## src/rtl/edge_det_filt.sv

```systemverilog
`timescale 1ns/1ps
`default_nettype none
// ============================================================================
// Module   : edge_det_filt
// Purpose  : Multi-channel edge detector for noisy asynchronous pins. Each
//            channel has a synchroniser, a programmable glitch filter, a
//            mode-qualified one-cycle event pulse and a sticky pending flag.
//            When EDGE_DET_FILT_CNT_EN is defined, each channel also has a
//            saturating event counter.
// Ports    : clk_i   - sampling clock
//            rst_i   - synchronous reset, active-high
//            dat_i   - raw asynchronous channel inputs
//            mode_i  - per channel [2c+1:2c]: 00 off, 01 rise, 10 fall, 11 both
//            filt_i  - filter threshold shared by all channels
//            clr_i   - per-channel clear of pending flag (and counter)
//            dat_o   - filtered, synchronised level
//            evt_o   - one-cycle qualified edge pulse
//            pend_o  - sticky pending flag
//            cnt_o   - per-channel event count (only with EDGE_DET_FILT_CNT_EN)
// Macro    : EDGE_DET_FILT_CNT_EN enables the per-channel event counters.
// Revision : 1.0 - initial release
// ============================================================================
module edge_det_filt #(
    parameter int CHN_NUM    = 4,
    parameter int STAGE      = 2,
    parameter int FILT_WIDTH = 4,
    parameter int CNT_WIDTH  = 8
) (
    input  logic                          clk_i,
    input  logic                          rst_i,
    input  logic [CHN_NUM-1:0]            dat_i,
    input  logic [2*CHN_NUM-1:0]          mode_i,
    input  logic [FILT_WIDTH-1:0]         filt_i,
    input  logic [CHN_NUM-1:0]            clr_i,
    output logic [CHN_NUM-1:0]            dat_o,
    output logic [CHN_NUM-1:0]            evt_o,
    output logic [CHN_NUM-1:0]            pend_o
`ifdef EDGE_DET_FILT_CNT_EN
    ,
    output logic [CHN_NUM*CNT_WIDTH-1:0]  cnt_o
`endif
);

    // Synchronised sample of every channel, input to the filters.
    logic [CHN_NUM-1:0] w_s;

    generate
        if (STAGE == 0) begin : g_nosync
            assign w_s = dat_i;
        end else begin : g_sync
            logic [CHN_NUM-1:0] r_sync [STAGE];

            always_ff @(posedge clk_i) begin
                if (rst_i) begin
                    for (int i = 0; i < STAGE; i++) begin
                        r_sync[i] <= '0;
                    end
                end else begin
                    r_sync[0] <= dat_i;
                    for (int i = 1; i < STAGE; i++) begin
                        r_sync[i] <= r_sync[i-1];
                    end
                end
            end

            assign w_s = r_sync[STAGE-1];
        end
    endgenerate

    genvar c;
    generate
        for (c = 0; c < CHN_NUM; c++) begin : g_chn
            logic [FILT_WIDTH-1:0] r_fcnt;
            logic                  r_dat;
            logic                  r_evt;
            logic                  r_pend;
            logic                  w_pass;
            logic                  w_qual;

            // The counter holds the number of earlier consecutive differing
            // samples; a threshold lowered below it passes on the next one.
            assign w_pass = (w_s[c] != r_dat) && (r_fcnt >= filt_i);

            // New level 1 is a rise (mode bit 0), new level 0 a fall (bit 1).
            assign w_qual = w_pass && (w_s[c] ? mode_i[2*c] : mode_i[2*c+1]);

            always_ff @(posedge clk_i) begin
                if (rst_i) begin
                    r_fcnt <= '0;
                    r_dat  <= 1'b0;
                    r_evt  <= 1'b0;
                    r_pend <= 1'b0;
                end else begin
                    if (w_s[c] == r_dat) begin
                        r_fcnt <= '0;
                    end else if (w_pass) begin
                        r_fcnt <= '0;
                        r_dat  <= w_s[c];
                    end else begin
                        r_fcnt <= r_fcnt + 1'b1;
                    end
                    r_evt  <= w_qual;
                    // A set on the same edge as a clear wins.
                    r_pend <= w_qual | (r_pend & ~clr_i[c]);
                end
            end

            assign dat_o[c]  = r_dat;
            assign evt_o[c]  = r_evt;
            assign pend_o[c] = r_pend;

`ifdef EDGE_DET_FILT_CNT_EN
            localparam logic [CNT_WIDTH-1:0] c_cnt_max = '1;
            logic [CNT_WIDTH-1:0] r_cnt;

            always_ff @(posedge clk_i) begin
                if (rst_i) begin
                    r_cnt <= '0;
                end else if (clr_i[c]) begin
                    // Clear together with an event leaves exactly that event.
                    r_cnt <= CNT_WIDTH'(w_qual);
                end else if (w_qual && (r_cnt != c_cnt_max)) begin
                    r_cnt <= r_cnt + 1'b1;
                end
            end

            assign cnt_o[c*CNT_WIDTH +: CNT_WIDTH] = r_cnt;
`endif
        end
    endgenerate

endmodule
`default_nettype wire

```

## config.mk

```make
export PLATFORM = sky130hd
export DESIGN_NAME = edge_det_filt
export DESIGN_NICKNAME = d
export VERILOG_FILES = /design/src/rtl/edge_det_filt.sv
export SDC_FILE = /design/constraint.sdc
export NUM_CORES = 1
export LEC_CHECK = 0
export BUFFER_PORTS_ARGS = -buffer_cell sky130_fd_sc_hd__buf_2
export CAP_MARGIN = 20
export CELL_PAD_IN_SITES_DETAIL_PLACEMENT = 1
export CELL_PAD_IN_SITES_GLOBAL_PLACEMENT = 2
export CORE_ASPECT_RATIO = 0.75
export CORE_UTILIZATION = 37
export CTS_BUF_LIST = sky130_fd_sc_hd__clkbuf_8 sky130_fd_sc_hd__clkbuf_16
export DETAILED_ROUTE_END_ITERATION = 16
export GPL_TIMING_DRIVEN = 0
export PLACE_DENSITY = 0.86
export SYNTH_ARGS = -nofsm -noshare
export SYNTH_HDL_FRONTEND = slang
export SYNTH_SLANG_ARGS = --single-unit
export TNS_END_PERCENT = 100
```

## constraint.sdc

```tcl
create_clock -name clk_i -period 4.3 [get_ports clk_i]
set_input_delay 0.645 -clock clk_i [delete_from_list [all_inputs] [get_ports clk_i]]
set_output_delay 0.645 -clock clk_i [all_outputs]
set_load 0.02 [all_outputs]
```

==> flow_summary.toml <==
[place]
gp_routability_congestion = 0.676
portBuffers = 32
hpwl_um = 2810
postPlaceCellArea_um2 = 2090

[clocking]
clock_latency_ns = 0.29
clockBufferDepth = 2
cts_resized = 0
cts_tree = "done"
numCtsBuffers = 5
cts_hold_buf = 0
clock-root-buffer = "clkbuf_8"
cts_sinks = 36
cts.htree.levels = 2
clk_pin_slew_worst_paths_ns = 0.08
cts_setup_buffers = 0

[floorplan]
die_h_um = 63.3
initial_utilization_pct = 40.1
core_area_um2 = 4620
rows = 21
io_pins = 34
die_w_um = 83.8
die_area_um2 = 5310

[sta]
min_period_ns = 1.79
relSlewSlack_pct = 71.4
fin_skew_ns = 0.00896
rsz0062_at_grt = "no"
final_hold_viol_count = 0
max_slew.worst_pin.slew_ns = 0.429
period_share_pct = 41.6
setup_viol = 0
setup_tns_ns = 0
slew_violations = 0
fmax_mhz = 560

[layout]
final_area_um2 = 2190
antenna_cells = 0
fill_cells = 548
nets = 267
drive_gt1_share_pct = 26.5
area_growth_pct = 18.3

[worst_setup_path]
critPathRequiredTime_ns = 4.49
path_max_fanout = 4
crit_path_start_kind = "input pin"
critPathKind = "input pin to register"
r2r_cells = 6
crit_path_end_kind = "register"
arrival_ns = 1.98

[global_routing]
grt_pass1_wl_um = 6100
antenna_found_initial = 0
grt_pass1_vias = 1371
grt_max_degree = 12
overflow = 0
track_usage_pct = 14.8

[power_and_ir_drop]
leakagePower_nw = 0.983
vdd_drop_max_uv = 170
power-per-cell-area_nw_per_um2 = 318

[synth]
yosys.area.top_type = "dfxtp_1"
ys_async_sr_fraction_pct = 0
ys_seq_area_share_pct = 38.8
syn_area_um2 = 1860
synth_cells = 186
syn_nets = 228
synth.top_cell.area_share_pct = 38.8
synth_seq_cells = 36
synth_cell_types = 21
ys.warnings.count = 0
syn_avg_cell_area_um2 = 9.98
ys.flop_type = "dfxtp_1"
synth_edf_count = 0
ys_top_cells_by_area = "dfxtp_1 39%, ha_1 13%, nor2_1 6.5%, a2111oi_4 5.9%, buf_4 4.9%"
synth.most_common_cell = "dfxtp_1"
synth_commonest_cells = "36 x dfxtp_1, 32 x nor2_1, 20 x ha_1, 12 x buf_4, 11 x inv_1"

[detailed_routing]
drc = 0
drt_iter0_drc = 17
vias = 1335
vias_per_cell = 4.72
wirelength_um = 3440
firstDrtPassIters = 3
ant_nets = 0
routedWlPerCell_um = 12.1

[min_path]
hp-class = "register to register"
holdPathStages = 1

[outcome]
status = "finished, final reports clean"

[job]
drv_cap = 0
per-layer routing:
layer	wire length, um	share of wire (%)	up-vias	track usage (%)
met5	0	0	-	0
met4	36	1.0	0	5.08
met3	125	3.6	5	4.06
met2	1650	48	19	25.3
met1	1620	47	630	17.8
li1	-	-	681	-
path summary, 6_finish.rpt:
| path | start | to | slack [ns] |
|---|---|---|---|
| max | filt_i[0] | g_chn[3].r_pend | 2.51 |
| min | g_sync.r_sync[0][1] | g_sync.r_sync[0][5] | 0.44 |
| max reg2reg | g_chn[3].r_fcnt[0] | g_chn[3].r_pend | 2.59 |
| min reg2reg | g_sync.r_sync[0][1] | g_sync.r_sync[0][5] | 0.44 |
per-stage QoR:
stage                     util [%]  std cells  hold WS (ns)  total power [mW]  worst slack [ns]
after CTS                     47.5        283         0.444             0.709              2.50
after detailed placement      45.1        275         0.426             0.414              2.19
after global routing          47.5        283         0.455             0.728              2.45
after floorplan                  -        186         0.414             0.394              2.47
after global placement        45.1        275         0.419             0.412              2.23
final                         47.5        283         0.439             0.698              2.51
state kept, by name, indices dropped and copies added (netlist names):
signal         flops
g_chn.r_dat        4
g_chn.r_evt        4
g_chn.r_fcnt      16
g_chn.r_pend       4
g_sync.r_sync      8
cell usage in the layout, fill, tap and decap left out, types with 5 or more instances in the layout:
master / n
buf_2: 33
buf_4: 12
nand2b_1: 8
xnor2_1: 8
nor2_1: 32
inv_1: 12
dfxtp_1: 36
ha_1: 20
nand3b_1: 8
clkbuf_8: 5
nor2b_1: 8
worst max-delay path, stage by stage:
cell and delay (ns):
buf_2 0.13, ha_1 0.29, nand2b_4 0.15, a2111oi_4 0.37, nor2_1 0.15, a22o_1 0.22
report_power, final:
part / internal [mW] / total (mW) / switching [mW] / leakage, nW
clock network: 0.170 / 0.294 / 0.124 / 0.0593
logic: 0.0334 / 0.0619 / 0.0285 / 0.632
registers: 0.339 / 0.343 / 0.00396 / 0.292
total: 0.542 / 0.698 / 0.156 / 0.983
cell families (layout without fill, tap and decap cells):
kind of cell	count (synthesis)	in the layout	synth area share, %
adder cells (fa/ha/maj)	20	20	13.5
flip-flops	36	36	38.8
XOR/XNOR	12	12	5.66
buffers and inverters	26	66	7.75
multiplexers	4	4	2.16
AO/OA/AOI/OAI	20	20	11.6
AND/OR/NAND/NOR	68	68	20.5
final cells by class:
type                       instances  area, um2  area share (%)
clock buffer                       5       68.8            3.14
buffer                            15        103            4.68
multi-input combinational        124        991            45.2
clock inverter                     3       38.8            1.77
sequential                        36        721            32.8
inverter                          11       41.3            1.88
timing repair buffer              32        160            7.30
tap                               57       71.3            3.25
Power figures use the tool's default switching activity.
